**src/rtl/mixer_pkg.sv**
```systemverilog
// Shared mixer types and the accumulator-to-sample shift/saturate helper.
package mixer_pkg;

  typedef enum logic [1:0] {
    COEF_L2L = 2'd0,
    COEF_R2L = 2'd1,
    COEF_L2R = 2'd2,
    COEF_R2R = 2'd3
  } coef_e;

  typedef enum logic [1:0] {
    IDLE  = 2'd0,
    MAC_L = 2'd1,
    MAC_R = 2'd2,
    WRITE = 2'd3
  } mix_state_e;

  localparam int unsigned SAT_ACC_W = 64;

  // Arithmetic shift by frac_w, then clamp symmetrically to +/-(2^(out_w-1)-1).
  function automatic logic signed [SAT_ACC_W-1:0] sat_shift(
    input logic signed [SAT_ACC_W-1:0] acc,
    input int unsigned                 frac_w,
    input int unsigned                 out_w
  );
    logic signed [SAT_ACC_W-1:0] shifted;
    logic signed [SAT_ACC_W-1:0] lim;
    shifted = acc >>> frac_w;
    lim     = (SAT_ACC_W'(1) <<< (out_w - 1)) - SAT_ACC_W'(1);
    if (shifted > lim) begin
      return lim;
    end
    if (shifted < -lim) begin
      return -lim;
    end
    return shifted;
  endfunction

endpackage

```
**src/rtl/mixer_factor_ramp.sv**
```systemverilog
// Target/current factor storage; current factors slew toward targets once per step.
module mixer_factor_ramp #(
  parameter int unsigned NUM_COEF  = 8,
  parameter int unsigned FACTOR_W  = 8,
  parameter int unsigned RAMP_STEP = 4,
  parameter int unsigned ADDR_W    = 3
) (
  input  logic                         clk,
  input  logic                         reset_n,
  input  logic                         cfg_we,
  input  logic [ADDR_W-1:0]            cfg_addr,
  input  logic [FACTOR_W-1:0]          cfg_data,
  input  logic                         step,
  output logic [NUM_COEF*FACTOR_W-1:0] cur_factors
);

  logic [FACTOR_W-1:0] tgt_q [NUM_COEF];
  logic [FACTOR_W-1:0] cur_q [NUM_COEF];
  logic [FACTOR_W-1:0] cur_d [NUM_COEF];

  function automatic logic [FACTOR_W-1:0] ramp_next(
    input logic [FACTOR_W-1:0] cur,
    input logic [FACTOR_W-1:0] tgt
  );
    logic [FACTOR_W-1:0] diff;
    if (RAMP_STEP == 0 || cur == tgt) begin
      return tgt;
    end
    if (tgt > cur) begin
      diff = tgt - cur;
      return (32'(diff) > RAMP_STEP) ? cur + FACTOR_W'(RAMP_STEP) : tgt;
    end
    diff = cur - tgt;
    return (32'(diff) > RAMP_STEP) ? cur - FACTOR_W'(RAMP_STEP) : tgt;
  endfunction

  always_comb begin
    for (int unsigned i = 0; i < NUM_COEF; i++) begin
      cur_d[i] = ramp_next(cur_q[i], tgt_q[i]);
      cur_factors[i*FACTOR_W +: FACTOR_W] = cur_q[i];
    end
  end

  // Writes touch targets only; out-of-range addresses are dropped.
  always_ff @(posedge clk) begin
    if (!reset_n) begin
      for (int unsigned i = 0; i < NUM_COEF; i++) begin
        tgt_q[i] <= '0;
        cur_q[i] <= '0;
      end
    end else begin
      if (cfg_we && (32'(cfg_addr) < NUM_COEF)) begin
        tgt_q[cfg_addr] <= cfg_data;
      end
      if (step) begin
        for (int unsigned i = 0; i < NUM_COEF; i++) begin
          cur_q[i] <= cur_d[i];
        end
      end
    end
  end

endmodule

```
**src/rtl/multichannel_attenuation_mixer.sv**
```systemverilog
// Stereo cross-feed mixer: NUM_SRC sources through a 2x2 gain matrix on one shared MAC.
module multichannel_attenuation_mixer
  import mixer_pkg::*;
#(
  parameter int unsigned NUM_SRC   = 2,
  parameter int unsigned SAMPLE_W  = 16,
  parameter int unsigned FACTOR_W  = 8,
  parameter int unsigned RAMP_STEP = 4
) (
  input  logic                          clk,
  input  logic                          reset_n,
  input  logic                          sample_strobe,
  input  logic [NUM_SRC*SAMPLE_W-1:0]   src_left_in,
  input  logic [NUM_SRC*SAMPLE_W-1:0]   src_right_in,
  input  logic                          mute,
  input  logic                          cfg_we,
  input  logic [$clog2(4*NUM_SRC)-1:0]  cfg_addr,
  input  logic [FACTOR_W-1:0]           cfg_data,
  input  logic                          overrun_clr,
  output logic signed [SAMPLE_W-1:0]    audio_left_out,
  output logic signed [SAMPLE_W-1:0]    audio_right_out,
  output logic                          out_valid,
  output logic                          busy,
  output logic                          overrun
);

  localparam int unsigned NUM_COEF = 4 * NUM_SRC;
  localparam int unsigned ADDR_W   = $clog2(NUM_COEF);
  localparam int unsigned MAC_LEN  = 2 * NUM_SRC;
  localparam int unsigned CNT_W    = $clog2(MAC_LEN);
  localparam int unsigned PROD_W   = SAMPLE_W + FACTOR_W + 1;
  localparam int unsigned ACC_W    = PROD_W + $clog2(MAC_LEN);

  mix_state_e                   state_q;
  logic [CNT_W-1:0]             cnt_q;
  logic [NUM_SRC*SAMPLE_W-1:0]  left_snap_q;
  logic [NUM_SRC*SAMPLE_W-1:0]  right_snap_q;
  logic [NUM_COEF*FACTOR_W-1:0] coef_snap_q;
  logic                         mute_q;
  logic signed [ACC_W-1:0]      acc_q;
  logic signed [ACC_W-1:0]      left_res_q;

  logic [NUM_COEF*FACTOR_W-1:0] cur_factors_c;
  logic                         accept_c;
  logic                         last_c;
  int unsigned                  src_idx_c;
  coef_e                        coef_sel_c;
  logic signed [SAMPLE_W-1:0]   mul_a_c;
  logic signed [FACTOR_W:0]     mul_b_c;
  logic signed [PROD_W-1:0]     prod_c;
  logic signed [ACC_W-1:0]      acc_next_c;

  assign accept_c = sample_strobe && (state_q == IDLE);
  assign last_c   = (cnt_q == CNT_W'(MAC_LEN - 1));

  mixer_factor_ramp #(
    .NUM_COEF (NUM_COEF),
    .FACTOR_W (FACTOR_W),
    .RAMP_STEP(RAMP_STEP),
    .ADDR_W   (ADDR_W)
  ) u_ramp (
    .clk        (clk),
    .reset_n    (reset_n),
    .cfg_we     (cfg_we),
    .cfg_addr   (cfg_addr),
    .cfg_data   (cfg_data),
    .step       (accept_c),
    .cur_factors(cur_factors_c)
  );

  // Even slots take the left sample, odd slots the right; MAC_R selects the *2R coefs.
  always_comb begin
    src_idx_c  = 32'(cnt_q) >> 1;
    coef_sel_c = coef_e'({state_q == MAC_R, cnt_q[0]});
    mul_a_c    = cnt_q[0] ? right_snap_q[src_idx_c*SAMPLE_W +: SAMPLE_W]
                          : left_snap_q[src_idx_c*SAMPLE_W +: SAMPLE_W];
    mul_b_c    = {1'b0, coef_snap_q[(src_idx_c*4 + 32'(coef_sel_c))*FACTOR_W +: FACTOR_W]};
    prod_c     = PROD_W'(mul_a_c) * PROD_W'(mul_b_c);
    if (cnt_q == '0) begin
      acc_next_c = ACC_W'(prod_c);
    end else begin
      acc_next_c = acc_q + ACC_W'(prod_c);
    end
  end

  always_ff @(posedge clk) begin
    if (!reset_n) begin
      state_q         <= IDLE;
      cnt_q           <= '0;
      left_snap_q     <= '0;
      right_snap_q    <= '0;
      coef_snap_q     <= '0;
      mute_q          <= 1'b0;
      acc_q           <= '0;
      left_res_q      <= '0;
      audio_left_out  <= '0;
      audio_right_out <= '0;
      out_valid       <= 1'b0;
      busy            <= 1'b0;
      overrun         <= 1'b0;
    end else begin
      out_valid <= 1'b0;
      if (sample_strobe && (state_q != IDLE)) begin
        overrun <= 1'b1;
      end else if (overrun_clr) begin
        overrun <= 1'b0;
      end
      case (state_q)
        IDLE: begin
          if (sample_strobe) begin
            left_snap_q  <= src_left_in;
            right_snap_q <= src_right_in;
            coef_snap_q  <= cur_factors_c;
            mute_q       <= mute;
            cnt_q        <= '0;
            busy         <= 1'b1;
            state_q      <= MAC_L;
          end
        end
        MAC_L: begin
          acc_q <= acc_next_c;
          cnt_q <= last_c ? '0 : cnt_q + CNT_W'(1);
          if (last_c) begin
            left_res_q <= acc_next_c;
            state_q    <= MAC_R;
          end
        end
        MAC_R: begin
          acc_q <= acc_next_c;
          cnt_q <= last_c ? '0 : cnt_q + CNT_W'(1);
          if (last_c) begin
            state_q <= WRITE;
          end
        end
        WRITE: begin
          audio_left_out  <= mute_q ? '0 : SAMPLE_W'(sat_shift(64'(left_res_q), FACTOR_W, SAMPLE_W));
          audio_right_out <= mute_q ? '0 : SAMPLE_W'(sat_shift(64'(acc_q), FACTOR_W, SAMPLE_W));
          out_valid       <= 1'b1;
          busy            <= 1'b0;
          state_q         <= IDLE;
        end
        default: state_q <= IDLE;
      endcase
    end
  end

endmodule

```
**config.mk**
```make
export PLATFORM = sky130hd
export DESIGN_NAME = multichannel_attenuation_mixer
export DESIGN_NICKNAME = d
export VERILOG_FILES = /design/src/rtl/mixer_pkg.sv /design/src/rtl/mixer_factor_ramp.sv /design/src/rtl/multichannel_attenuation_mixer.sv
export SDC_FILE = /design/constraint.sdc
export NUM_CORES = 1
export LEC_CHECK = 0
export BUFFER_PORTS_ARGS = -buffer_cell sky130_fd_sc_hd__buf_2
export CAP_MARGIN = 20
export CORE_ASPECT_RATIO = 0.5
export CORE_UTILIZATION = 64
export DETAILED_ROUTE_END_ITERATION = 8
export PLACE_DENSITY_LB_ADDON = 0.15
export SYNTH_ARGS = -nofsm -noshare
export SYNTH_HDL_FRONTEND = slang
export SYNTH_HIERARCHICAL = 1
export SYNTH_SLANG_ARGS = --single-unit
export TNS_END_PERCENT = 50
```
**constraint.sdc**
```tcl
create_clock -name clk -period 8.4 [get_ports clk]
set_clock_uncertainty 0.15 [all_clocks]
set_input_delay 0.42 -clock clk [delete_from_list [all_inputs] [get_ports clk]]
set_output_delay 0.42 -clock clk [all_outputs]
set_load 0.05 [all_outputs]
```
==> impl_metrics.toml, run 1 <==
[timing]
fin_crit_ns = 7.83
setup_viol = 0
fin_ws_ns = 0.575
fin_crit_sh = 0.932
rsz0062_at_grt = "no"
hold_slack_ns = -0.00183
hold_viol = 1
relSlewSlack = 0.378
fmaxAchievable_mhz = 128
slew_violations = 0
fin_tns_setup_ns = 0
tightestPinTransition_ns = 0.926

[run_status]
run_status = "finished with violations"
violations = "hold timing"

[grt]
use_met2 = 0.522
overflow = 0
grt_pass1_vias = 22000
busiest_layer = "met2"
grt_pass1_wl_mm = 113
grt_max_degree = 113
met3_usage = 0.0729
grtUsageMet1 = 0.452
grt_use_total = 0.329
antenna_found_initial = 5

[cells_and_area]
nets = 3622
area_growth_pct = 9.79
final_cells = 3781
fillers = 3134
drive_above_1_share = 0.0921

[cts]
clk_latency_ns = 0.55
cts_buffers = 34
htreeDepth = 2
clk_pin_slew_ns = 0.07
cts_tree = "yes"
cts_buffer_depth = 3
cts.sinks = 342
cts_root_buffer = "clkbuf_16"

[route]
wl_per_cell_um = 18.8
drc = 0
final_antenna_net_count = 0
via_count = 23000
drt_first_iter_violations = 2237
viasPerCell = 6.08
dr.pass1.iters = 6
wl_mm = 70.9

[yosys]
synth_mux_area_frac = 0.0417
syn_area_um2 = 26700
ys_warn_count = 6
synthTopCellsByArea = "dfxtp_1, edfxtp_1, ha_1, fa_1, nand2_1"
syn-num-nets = 3525
yosys.area_share.simple = 0.186
yosys_register_bits = 342
synth_cell_types = 101
synth_compound_area_frac = 0.183
syn_avg_cell_area_um2 = 8.55
yosysTopAreaCell = "dfxtp_1"
synthFlopType = "dfxtp_1"
synth_top_area_frac = 0.161
synth_xor_area_frac = 0.0361
synthAdderAreaFrac = 0.182
ys_seq_area_frac = 0.305
synth_edf_count = 128
synth_top_family_by_area = "simple AND/OR/NAND/NOR gates"
async_reset_ff_frac = 0
netlist_instances = 3118

[floorplan]
die-area_um2 = 42500
die_y_um = 146
rows = 52
ios = 116
coreArea_um2 = 40700
start_util = 0.655
die_x_um = 291

[setup_path]
crit_fanout = 18
max_stage_delay_ns = 0.57
crit_required_ns = 8.72
criticalPathCategory = "flop to flop"
critPathLaunchType = "flop"
critPathSlowestCell = "fa_1"
cp_data_arrival_time_ns = 8.14
crit_path_frequent_cell = "inv_1"
critPathCaptureType = "flop"

[placed_design]
dp.final_hpwl_mm = 51.4
gp_congestion = 0.931
pre_cts_slack_ns = 0.0829
dp_cells = 3666
io_buffer_count = 115

[power_and_ir_drop]
irDropWorstVdd_mv = 0.149
power_density_nw_per_um2 = 270
total_power_mw = 7.91
p_leak_nw = 12.6

[job]
maxCapViolations = 0

[worst_hold_path]
hp-class = "primary input to flop"
## state kept, by name, summed over array words and instances (netlist names)
name	count
coef_snap_q	64
u_ramp/cur_q	64
audio_left_out	16
acc_q	27
state_q	2
busy	1
out_valid	1
cnt_q	2
right_snap_q	32
left_snap_q	32
u_ramp/tgt_q	64
audio_right_out	16
left_res_q	19
overrun	1
mute_q	1
## layout make-up
| type | count | area (um^2) | share of cell area |
|---|---|---|---|
| Tap cell | 540 | 676 | 0.0231 |
| Timing Repair Buffer | 192 | 1310 | 0.0447 |
| Inverter | 336 | 1270 | 0.0435 |
| Antenna cell | 4 | 10.0 | 0.000342 |
| Sequential cell | 342 | 8130 | 0.278 |
| Clock buffer | 49 | 992 | 0.0339 |
| Multi-Input combinational cell | 2309 | 16800 | 0.574 |
| Clock inverter | 9 | 91.3 | 0.00312 |
## path summary, 6_finish.rpt
check	startpoint	end	slack [ns]	cells after the start
max	state_q[0]$_SDFFE_PN0P_	left_res_q[26]$_SDFFE_PN0P_	0.57	32
min	src_left_in[19]	left_snap_q[19]$_SDFFE_PN0P_	-0.002	3
max reg2reg	state_q[0]$_SDFFE_PN0P_	left_res_q[26]$_SDFFE_PN0P_	0.57	32
min reg2reg	left_snap_q[12]$_SDFFE_PN0P_	left_snap_q[12]$_SDFFE_PN0P_	0.30	2
## synthesized netlist by cell type, types with 14 or more instances
cell      instances
o21ai_0         149
clkbuf_1        105
mux4_2           28
a21o_1           33
mux2i_1          39
xnor2_1          77
ha_1            223
fa_1            103
and3_1           17
buf_2            17
nor2_1          142
nand2b_1         63
o221ai_1         18
inv_1           332
edfxtp_1        128
xor2_1           33
nor2b_1          48
nor3_1           70
nand4_1          19
dfxtp_1         214
a221oi_1         16
o21bai_1         15
and2_1           94
a21oi_1         309
o211ai_1         16
a211oi_1         29
nand3_1          66
o21a_1           27
nor4_1           20
nand2_1         442
or3_1            14
## cells by family after synthesis
group / count (synthesis)
DFF: 342
muxes: 75
adders and majority gates: 326
AOI/OAI and AO/OA: 754
and+or+nand+nor: 1044
xor gates and xnor gates: 110
buffers and inverters: 467
## report_power, final
group | switching [mW] | internal (mW) | total [mW]
registers | 0.366 | 2.05 | 2.42
logic | 2.43 | 1.53 | 3.95
clock network | 0.678 | 0.857 | 1.53
## critical path, delay by kind of cell, from the launching register on
family | cells | cell delay, ns
flip-flops | 1 | 0.33
buffers and inverters | 8 | 0.72
AND/OR/NAND/NOR | 6 | 1.04
adder cells (fa/ha/maj) | 7 | 3.13
XOR/XNOR | 2 | 0.42
multiplexers | 1 | 0.34
AO/OA/AOI/OAI | 8 | 1.60
## layer usage
metal / vias up / routed length, um
met5: - / 9
met1: 10900 / 30700
met4: 2 / 1790
li1: 11000 / -
met2: 908 / 32300
met3: 161 / 6180
## repair_timing
action / in CTS / in global routing
setup buffers: 0 / 4
endpoints found under the hold margin: 43 / 1
endpoints found under the setup margin: 0 / 18
gates resized for setup: 0 / 10
hold buffers: 43 / 1
## through the flow
step / cell area, um^2 / util / hold slack (ns)
6_report: 29300 / 0.719 / -0.00183
5_1_grt: 29300 / 0.719 / 0.00505
4_1_cts: 29100 / 0.715 / 0.0000517
3_5_place_dp: 27600 / 0.678 / 0.296
3_3_place_gp: 27600 / 0.678 / 0.289
2_1_floorplan: 26700 / - / 0.283
## cell usage in the layout, fill, tap and decap left out, types with 10 or more instances in the layout
cell and count:
mux4_2 28, and2_1 94, o21bai_1 15, fa_1 103, nor2_1 142, buf_2 118, mux2i_1 39, xnor2_1 76
or3_1 14, o221ai_1 18, dfxtp_1 213, a21o_1 33, or2_2 10, a221oi_1 16, a21oi_1 309, and3_1 17
dlygate4sd3_1 44, nand3_1 66, o21ai_0 148, nor4_1 20, o211ai_1 16, a211oi_1 29, ha_1 221, inv_1 330
a31oi_1 12, o21a_1 27, nand2b_1 63, nand4_1 19, nor3_1 70, nor2b_1 48, xor2_1 33, edfxtp_1 128
buf_4 27, nand2_1 436, clkbuf_16 35
Note: power is estimated with default switching activity, not from simulation.
==> run 2, diff against run 1 <==
CORE_ASPECT_RATIO = unset   (was 0.5)
SKIP_LAST_GASP = 1   (was unset)
==> run 2 against run 1 <==
The run now ends clean. Flip-flop and latch count did not move. Non-clock buffer count up 22. Register-to-register slack worse by 0.17 ns. Largest cell class unchanged.
==> impl_metrics.toml, run 2 (synthesis results as in run 1) <==
[job]
maxCapViolations = 0

[placed_design]
dpl_cell_area_um2 = 27600
io_buffer_count = 115
dp_cells = 3657
dp.final_hpwl_mm = 53.2
pre_cts_slack_ns = 0.0397
gp_congestion = 0.920

[route]
drt_first_iter_violations = 2199
wl_per_cell_um = 19.6
drc = 0
dr.pass1.iters = 6
wl_mm = 74.5
final_antenna_net_count = 0
via_count = 23500
viasPerCell = 6.17

[floorplan]
coreArea_um2 = 40900
die-area_um2 = 42500
ios = 116
die_x_um = 206
start_util = 0.652
rows = 74
die_y_um = 206

[power_and_ir_drop]
seq_power_share = 0.297
p_comb_frac = 0.492
intPower_mw = 4.59
irDropWorstVdd_mv = 0.170
power_density_nw_per_um2 = 276
p_clk_frac = 0.210
p_leak_nw = 12.8
p_switching_mw = 3.58
swShare = 0.438

[grt]
antenna_found_initial = 2
grtUsageMet1 = 0.440
grt_pass1_wl_mm = 118
overflow = 0
grt_use_total = 0.350
busiest_layer = "met2"
grt_pass1_vias = 22700
grt_max_degree = 94
use_met2 = 0.587
met3_usage = 0.0564

[cells_and_area]
final_cells = 3809
top_regs = "coef_snap_q x64, u_ramp/cur_q x64, u_ramp/tgt_q x64"
final_common_cell = "nand2_1"
nets = 3649
fillers = 3097
fin_area_um2 = 29700
area_growth_pct = 11.2
final_cell_mix = "nand2_1, inv_1, a21oi_1, ha_1, dfxtp_1"
drive_above_1_share = 0.0950

[setup_path]
critPathSlowestCell = "fa_1"
cp.buffers_inverters = 4
crit_fanout = 14
cp_data_arrival_time_ns = 8.35
crit_required_ns = 8.75
crit_path_frequent_cell = "nand2_1"
criticalPathCategory = "flop to flop"
critPathLaunchType = "flop"
crit_family = "adder cells"
max_stage_delay_ns = 0.59
critPathCaptureType = "flop"

[cts]
cts_root_buffer = "clkbuf_16"
cts.sinks = 342
clk_latency_ns = 0.57
cts_buffers = 39
cts_buffer_depth = 3
clk_pin_slew_ns = 0.07
cts_tree = "yes"
htreeDepth = 2

[timing]
setup_viol = 0
hold_viol = 0
fmaxAchievable_mhz = 125
relSlewSlack = 0.279
fin_ws_ns = 0.401
fin_crit_ns = 8.00
hold_slack_ns = 0.0228
slew_violations = 0
fin_crit_sh = 0.952
tightestPinTransition_ns = 1.08

[worst_hold_path]
hp-class = "primary input to flop"

[run_status]
run_status = "complete, no violations"
run 2: power by group through the flow:
stage | logic, mW | registers [mW] | clock network, mW
after floorplan | 3.04 | 2.30 | 0
after global placement | 3.76 | 2.44 | 0
after detailed placement | 3.87 | 2.45 | 0
after CTS | 3.92 | 2.42 | 1.73
after global routing | 4.43 | 2.47 | 1.80
final | 4.02 | 2.43 | 1.72
run 2: metrics by stage:
stage | util | power (mW) | setup TNS [ns]
after floorplan | - | 5.35 | 0
final | 0.725 | 8.18 | 0
after global placement | 0.674 | 6.20 | 0
after detailed placement | 0.674 | 6.32 | 0
after global routing | 0.725 | 8.70 | -0.0310
after CTS | 0.722 | 8.07 | 0
run 2: path summary, 6_finish.rpt:
kind                            cells past startpoint  slack, ns                            to                         start
worst max register to register                     30       0.40   left_res_q[26]$_SDFFE_PN0P_       state_q[0]$_SDFFE_PN0P_
worst min register to register                      2       0.30  left_snap_q[10]$_SDFFE_PN0P_  left_snap_q[10]$_SDFFE_PN0P_
worst max-delay path                               30       0.40   left_res_q[26]$_SDFFE_PN0P_       state_q[0]$_SDFFE_PN0P_
worst min-delay path                                3       0.02  left_snap_q[27]$_SDFFE_PN0P_               src_left_in[27]
run 2: repair_timing:
item / 4_1_cts / 5_1_grt
endpoints found under the hold margin: 65 / 0
setup buffers: 0 / 9
hold buffers: 66 / 0
resized for setup: 0 / 10
setup endpoints to repair: 0 / 16
run 2: worst min-delay path, cell delays in order:
cell	delay, ns
buf_2	0.10
nand2_1	0.08
a21oi_1	0.07
run 2: metal layers:
metal | part of all wire | up-vias
met2 | 0.49 | 953
li1 | - | 11000
met5 | 0.00016 | -
met3 | 0.063 | 248
met4 | 0.048 | 2
met1 | 0.40 | 11300
run 2: final cells by class:
cell class,count,area [um^2],area share
tap,532,666,0.0224
timing repair buffer,214,1500,0.0505
inverter,336,1270,0.0429
clock inverter,13,95.1,0.00320
antenna,4,10.0,0.000337
clock buffer,59,1190,0.0402
multi-input combinational,2309,16800,0.566
sequential,342,8130,0.274
